## config.mk

```make
export PLATFORM = sky130hd
export DESIGN_NAME = cavlc_bitstream_pointer
export DESIGN_NICKNAME = d
export VERILOG_FILES = /design/src/rtl/cavlc_bitstream_pointer_pkg.sv /design/src/rtl/cavlc_window_extract.sv /design/src/rtl/cavlc_bitstream_pointer.sv
export SDC_FILE = /design/constraint.sdc
export NUM_CORES = 1
export LEC_CHECK = 0
export ABC_AREA = 1
export BUFFER_PORTS_ARGS = -buffer_cell sky130_fd_sc_hd__buf_2
export CORE_UTILIZATION = 50
export DETAILED_ROUTE_END_ITERATION = 10
export GPL_ROUTABILITY_DRIVEN = 0
export PLACE_DENSITY = 0.71
export SLEW_MARGIN = 30
export SYNTH_ARGS = -nofsm -noshare
export SYNTH_HDL_FRONTEND = slang
export SYNTH_SLANG_ARGS = --single-unit
```

## constraint.sdc

```tcl
create_clock -name clk -period 2.6 [get_ports clk]
set_input_delay 0.52 -clock clk [delete_from_list [all_inputs] [get_ports clk]]
set_output_delay 0.52 -clock clk [all_outputs]
set_load 0.05 [all_outputs]
```

## src/rtl/cavlc_bitstream_pointer_pkg.sv

```systemverilog
// Shared CAVLC decoder state codes and default widths for the bitstream pointer.
package cavlc_bitstream_pointer_pkg;

   localparam int DEFAULT_WORD_W    = 16;
   localparam int DEFAULT_WIN_W     = 16;
   localparam int DEFAULT_LEN_W     = 5;
   localparam int DEFAULT_BUF_WORDS = 4;

   // Any code outside this set selects a zero consumed length.
   typedef enum logic [3:0] {
      CAVLC_IDLE               = 4'd0,
      NumCoeffTrailingOnes_LUT = 4'd1,
      TrailingOnesSignFlag     = 4'd2,
      LevelPrefix              = 4'd3,
      LevelSuffix              = 4'd4,
      total_zeros_LUT          = 4'd5,
      run_before_LUT           = 4'd6
   } cavlc_state_t;

endpackage

```

## src/rtl/cavlc_window_extract.sv

```systemverilog
// Circular barrel extractor: returns WIN_W bits starting at rd_ptr, wrapping
// from the last buffer bit back to bit 0. Stream bit 0 sits at buf_flat MSB.
module cavlc_window_extract #(
   parameter int BUF_BITS = 64,
   parameter int WIN_W    = 16,
   parameter int PTR_W    = 6
) (
   input  logic [BUF_BITS-1:0] buf_flat,
   input  logic [PTR_W-1:0]    rd_ptr,
   output logic [WIN_W-1:0]    window_out
);

   logic [PTR_W-1:0] idx;

   // With a power-of-2 buffer, ~idx equals BUF_BITS-1-idx and the add wraps for free.
   always_comb begin
      idx        = '0;
      window_out = '0;
      for (int j = 0; j < WIN_W; j++) begin
         idx                     = rd_ptr + PTR_W'(j);
         window_out[WIN_W-1-j]   = buf_flat[~idx];
      end
   end

endmodule

```

## src/rtl/cavlc_bitstream_pointer.sv

```systemverilog
// Registered CAVLC bit pointer: selects the consumed length per decoder state,
// buffers bitstream words and exposes a look-ahead window.
// Optional byte alignment request is enabled by defining CAVLC_BYTE_ALIGN_EN.
module cavlc_bitstream_pointer
   import cavlc_bitstream_pointer_pkg::*;
#(
   parameter int WORD_W    = DEFAULT_WORD_W,
   parameter int BUF_WORDS = DEFAULT_BUF_WORDS,
   parameter int WIN_W     = DEFAULT_WIN_W,
   parameter int LEN_W     = DEFAULT_LEN_W
) (
   input  logic               clk,
   input  logic               reset_n,
`ifdef CAVLC_BYTE_ALIGN_EN
   input  logic               align_req,
`endif
   input  logic [3:0]         cavlc_decoder_state,
   input  logic               consume_valid,
   input  logic [LEN_W-1:0]   NumCoeffTrailingOnes_len,
   input  logic [1:0]         TrailingOnes,
   input  logic [LEN_W-2:0]   heading_one_pos,
   input  logic [LEN_W-2:0]   levelSuffixSize,
   input  logic [LEN_W-2:0]   total_zeros_len,
   input  logic [LEN_W-2:0]   run_of_zeros_len,
   input  logic [WORD_W-1:0]  word_in,
   input  logic               word_valid,
   output logic               word_ready,
   output logic [WIN_W-1:0]   window_out,
   output logic               window_valid,
   output logic               stall,
   output logic [LEN_W-1:0]   cavlc_consumed_bits_len
);

   localparam int BUF_BITS = WORD_W * BUF_WORDS;
   localparam int PTR_W    = $clog2(BUF_BITS);
   localparam int IDX_W    = $clog2(BUF_WORDS);
   localparam int AVAIL_W  = $clog2(BUF_BITS + 1);

   logic [WORD_W-1:0]   buffer [BUF_WORDS];
   logic [BUF_BITS-1:0] buf_flat;
   logic [PTR_W-1:0]    rd_ptr;
   logic [IDX_W-1:0]    wr_idx;
   logic [AVAIL_W-1:0]  bits_avail;

   logic [LEN_W-1:0]    sel_len;
   logic [LEN_W-1:0]    len;
   logic                req;
   logic                do_write;
   logic                do_consume;

   always_comb begin
      sel_len = '0;
      case (cavlc_decoder_state)
         NumCoeffTrailingOnes_LUT: sel_len = NumCoeffTrailingOnes_len;
         TrailingOnesSignFlag:     sel_len = LEN_W'(TrailingOnes);
         LevelPrefix:              sel_len = LEN_W'(heading_one_pos) + LEN_W'(1);
         LevelSuffix:              sel_len = LEN_W'(levelSuffixSize);
         total_zeros_LUT:          sel_len = LEN_W'(total_zeros_len);
         run_before_LUT:           sel_len = LEN_W'(run_of_zeros_len);
         default:                  sel_len = '0;
      endcase
   end

`ifdef CAVLC_BYTE_ALIGN_EN
   logic [2:0] align_len;
   assign align_len = 3'd0 - rd_ptr[2:0];

   // A real consume always takes priority over an alignment request.
   always_comb begin
      req = 1'b0;
      len = sel_len;
      if (consume_valid) begin
         req = 1'b1;
         len = sel_len;
      end else if (align_req) begin
         req = 1'b1;
         len = LEN_W'(align_len);
      end
   end
`else
   assign req = consume_valid;
   assign len = sel_len;
`endif

   assign cavlc_consumed_bits_len = len;

   // Stall compares against pre-write occupancy; a word arriving now cannot help.
   assign stall        = req && (AVAIL_W'(len) > bits_avail);
   assign word_ready   = bits_avail <= AVAIL_W'(BUF_BITS - WORD_W);
   assign window_valid = bits_avail >= AVAIL_W'(WIN_W);
   assign do_write     = word_valid && word_ready;
   assign do_consume   = req && !stall;

   for (genvar i = 0; i < BUF_WORDS; i++) begin : g_flat
      assign buf_flat[BUF_BITS-1-i*WORD_W -: WORD_W] = buffer[i];
   end

   always_ff @(posedge clk or negedge reset_n) begin
      if (!reset_n) begin
         rd_ptr     <= '0;
         wr_idx     <= '0;
         bits_avail <= '0;
         for (int i = 0; i < BUF_WORDS; i++) begin
            buffer[i] <= '0;
         end
      end else begin
         if (do_write) begin
            buffer[wr_idx] <= word_in;
            wr_idx         <= wr_idx + IDX_W'(1);
         end
         if (do_consume) begin
            rd_ptr <= rd_ptr + PTR_W'(len);
         end
         bits_avail <= bits_avail
                       + (do_write   ? AVAIL_W'(WORD_W) : AVAIL_W'(0))
                       - (do_consume ? AVAIL_W'(len)    : AVAIL_W'(0));
      end
   end

   cavlc_window_extract #(
      .BUF_BITS (BUF_BITS),
      .WIN_W    (WIN_W),
      .PTR_W    (PTR_W)
   ) u_extract (
      .buf_flat   (buf_flat),
      .rd_ptr     (rd_ptr),
      .window_out (window_out)
   );

endmodule

```

==> results of run 1 <==
[Yosys cell counts, drive strengths merged]
master and n:
nand3 463, nand2 421, o21ai 94, inv 89
dfrtp 79, buf 50, ha 41, xor2 36
nor2 25, clkbuf 15, a21oi 12, nand4 4
fa 3, nor3 3, clkinv 2, or2 2
xnor2 2, a221oi 1, a31oi 1, o211ai 1
[kinds of logic after synthesis]
| kind of cell | after synthesis | share of synthesized area [%] |
|---|---|---|
| compound gates | 109 | 6.77 |
| xor+xnor | 38 | 4.77 |
| fa+ha+maj | 44 | 6.83 |
| buf+inv | 156 | 9.16 |
| flops | 79 | 23.6 |
| simple gates | 918 | 48.9 |
[metal layers]
| layer | GRT overflow | global-route usage (%) |
|---|---|---|
| met5 | 2 | 48.2 |
| met4 | 60 | 84.9 |
| met3 | 4 | 65.9 |
| met2 | 48 | 94.9 |
| met1 | 7 | 80.3 |
[metrics by stage]
stage | cell area [um^2] | setup TNS [ns] | hold WS (ns) | std cells | utilization, %
floorplan | 8720 | -3.84 | 0.224 | 1344 | -
global placement | 9580 | -5.61 | 0.468 | 1647 | 59.5
detailed placement | 9580 | -6.58 | 0.474 | 1647 | 59.5
CTS | 13000 | -3.74 | 0.114 | 1705 | 80.4
[repair_timing]
action	in CTS
endpoints found under the setup margin	23
setup buffers	35
pin swaps	155
cloned	14
resized for setup	569
==> out/metrics.cfg, run 1 <==
[run_status]
status = stopped before the end
error_line = [ERROR GRT-0232] Routing congestion too high. Check the congestion heatmap in the GUI.
failed_stage = global routing (5_1_grt)

[yosys]
synth.lib_cells_used.distinct = 34
post_synthesis_instance_area_mm2 = 0.00839
yosysSeqAreaShare_pct = 23.6
netlist_top_cells_area = nand3_1, dfrtp_1, nand2_1
synth-seq-cells = 79
avgSynthCellArea_um2 = 6.24
number_of_instances_in_the_synthesized_netlist = 1344
yosys_warnings = 0
syn_nets = 1435
synth_largest_area_cell = nand3_1
yosysTopAreaCellShare_pct = 27.6

[global_route]
grt_start_max_net_pins = 49
final_global_route_overflow_total = 121
track_usage_pct = 81.0

[placement]
port_buffers = 70
hpwlAfterDp_um = 23400
post-place-ws_ns = -1.12

[clock_network]
htreeDepth = 3
sinks_on_the_clock_net = 79
clk_root_buffer_cell = clkbuf_16
max-clock-path-buffers = 2
post_cts_hold_buffer_count = 0
tritoncts.num_buffers = 9

[sta]
timing.worst_endpoint.kind = sequential cell input
repair-timing-grt-worst-ep = bits_avail[6]$_DFF_PN0_/D

[die]
num_io_pins = 71
die-height_um = 132
starting_utilization_of_the_core_area_pct = 52.0
fp-row-count = 46
die_w_um = 132

==> run 2, diff against run 1 <==
--- a/config.mk
+++ b/config.mk
@@ -7,10 +7,10 @@
 export LEC_CHECK = 0
 export ABC_AREA = 1
 export BUFFER_PORTS_ARGS = -buffer_cell sky130_fd_sc_hd__buf_2
-export CORE_UTILIZATION = 50
+export CORE_UTILIZATION = 35
 export DETAILED_ROUTE_END_ITERATION = 10
 export GPL_ROUTABILITY_DRIVEN = 0
-export PLACE_DENSITY = 0.71
+export PLACE_DENSITY_LB_ADDON = 0.15
 export SLEW_MARGIN = 30
 export SYNTH_ARGS = -nofsm -noshare
 export SYNTH_HDL_FRONTEND = slang
==> constraint.sdc (replaced) <==
create_clock -name clk -period 3.4 [get_ports clk]
set_input_delay 0.68 -clock clk [delete_from_list [all_inputs] [get_ports clk]]
set_output_delay 0.68 -clock clk [all_outputs]
set_load 0.05 [all_outputs]
==> run 2 against run 1 <==
  * The run now ends clean
  * Synthesized cell count unchanged
  * Synthesized area unchanged
==> out/metrics.cfg, run 2 <==
[die]
num_io_pins = 71
die-height_um = 157
fp-row-count = 56
die_w_um = 157
starting_utilization_of_the_core_area_pct = 35.7
core_region_area_mm2 = 0.0235
die_area_mm2 = 0.0246

[global_route]
grt_start_max_net_pins = 72
track_usage_pct = 26.8
first_global_vias = 8583
grt_first_pass_wirelength_um = 49400
final_global_route_overflow_total = 0
antenna_violations_before_repair = 0

[yosys]
synth.top_cells.by_count = nand3_1, nand2_1, inv_1, dfrtp_1, o21ai_0
synth-seq-cells = 79
async_reset_ff_share_pct = 100
syn_nets = 1435
edff_count_synth = 0
synth_largest_area_cell = nand3_1
yosysSeqAreaShare_pct = 23.6
number_of_instances_in_the_synthesized_netlist = 1344
netlist_top_cells_area = nand3_1, dfrtp_1, nand2_1
yosys_warnings = 0
post_synthesis_instance_area_mm2 = 0.00839
synth.lib_cells_used.distinct = 34
most_used_dff_post_synth = dfrtp_1
yosysMostFrequentCell = nand3_1
yosysTopAreaCellShare_pct = 27.6
avgSynthCellArea_um2 = 6.24

[sta]
finalClockSkew_ns = 0.00662
report.final.setup_viol = 0
period_needed_ns = 3.30
worst-slew-pin-transition_ns = 0.818
timing.slew.headroom_pct = 45.4
fin_setup_tns_ns = 0
grt_setup_unrepaired = yes
min_period_over_period_pct = 97.0
fmaxAchievable_ghz = 0.303
final_max_slew_viol_count = 0
final-hold-violation-count = 0

[clock_network]
post_cts_hold_buffer_count = 0
clk_transition_reported_paths_ns = 0.06
insertion_delay_ns = 0.35
max-clock-path-buffers = 2
tritoncts_clock_tree = yes
htreeDepth = 3
tritoncts.num_buffers = 9
sinks_on_the_clock_net = 79
clk_root_buffer_cell = clkbuf_16

[final_layout]
final_util_pct = 41.6
layout_common_cells = nand3_1, nand2_1, dfrtp_1, o21ai_0, inv_1
number_of_flip_flops_under_the_largest_register_name = 64
nets_final = 1498
antenna_cells = 0
final_standard_cell_count_with_taps_included_and_fillers_excluded = 1731
fin_area_mm2 = 0.00977
flow.area_growth_from_synthesis_pct = 16.5
drive_above_1_share_pct = 16.0
mostFrequentLayoutCell = nand3_1

[placement]
post_dp_cell_area_mm2 = 0.00925
port_buffers = 70
hpwlAfterDp_um = 25200
numPlacedInstances = 1711

[hold_path]
worstHoldPathType = in -> async

[route]
finalWirelength_um = 31800
drt_pass1_iterations = 6
route.layer.met1.wl_um = 14700
detailroute.wirelength.met2_um = 14200
remaining_drc_errors = 0
antenna_violating_nets_post_route = 0
final_routed_wire_length_divided_by_cell_count_um = 18.4
iter_0_drt_violations = 893
num_vias = 9412
routed.top_layer = met4
routed_via_density = 5.44
route.met3.wl_um = 1860

[worst_setup_path]
timing.critical_path.fanout_max = 3
timing.critical_path.arrival_ns = 2.62
critPathKind = in -> out
worst_setup_start_kind = primary input
crit_path_end_kind = output pin
crit_required_ns = 2.72

[flow_run]
cap_viol_max_count = 0

[run_status]
status = finished, final reports clean

run 2: cell counts after synthesis:
No cell type changed its count.
run 2: final timing paths:
path                       slack, ns              startpoint             to  cells after the start
max in group asynchronous       2.28                 reset_n   buf_flat[18]                      2
min reg2reg                     0.53            buf_flat[61]   buf_flat[61]                      2
max reg2reg                     0.69           bits_avail[2]  bits_avail[6]                     16
max                             0.10  cavlc_decoder_state[3]          stall                     16
min in group clk                0.53            buf_flat[61]   buf_flat[61]                      2
min                             0.43                 reset_n      wr_idx[0]                      1
run 2: critical path, cell delays in order:
cell and delay, ns:
buf_2 0.12, nor2_2 0.07, buf_4 0.13, nand3_1 0.09, o21ai_2 0.08, nor3_4 0.22, inv_4 0.06, ha_4 0.27
nand2_4 0.04, o21ai_1 0.10, nand2_1 0.06, nand2_1 0.07, nand3_2 0.11, buf_4 0.15, nor2_1 0.07, buf_2 0.28
run 2: cell families (layout without fill, tap and decap cells):
family / Yosys count / in the layout / share of synthesized area [%]
adders and majority gates: 44 / 44 / 6.83
DFF: 79 / 79 / 23.6
AOI/OAI and AO/OA: 109 / 109 / 6.77
xor gates and xnor gates: 38 / 38 / 4.77
buffers and inverters: 156 / 224 / 9.16
and+or+nand+nor: 918 / 918 / 48.9
run 2: per-stage QoR:
step	hold WS [ns]	worst slack, ns
6_report	0.430	0.101
3_5_place_dp	0.527	-0.500
2_1_floorplan	0.384	-0.183
3_3_place_gp	0.511	-0.393
5_1_grt	0.479	-0.0738
4_1_cts	0.459	0.0229
run 2: final cells by class:
class | instances | area (um^2)
well taps | 319 | 399
fillers | 2549 | 13700
clock buffers | 10 | 229
repair buffers | 117 | 759
clock inverters | 6 | 67.6
inverters | 91 | 375
flip-flops and latches | 79 | 1980
multi-input cells | 1109 | 5960
run 2: repair_timing:
item,CTS,global route
buffers inserted,0,4
endpoints found under the setup margin,6,14
pin swaps,1,17
gates resized for setup,7,33
run 2: metal layers:
metal / up-vias / track usage (%)
li1: 4643 / -
met1: 4385 / 37.9
met2: 333 / 40.4
met3: 51 / 3.85
met4: 0 / 11.0
met5: - / 0
Power of run 2 is left out: the tool's default activity adds up to more than one toggle a clock period on the data nets, which glitch-free logic cannot reach.
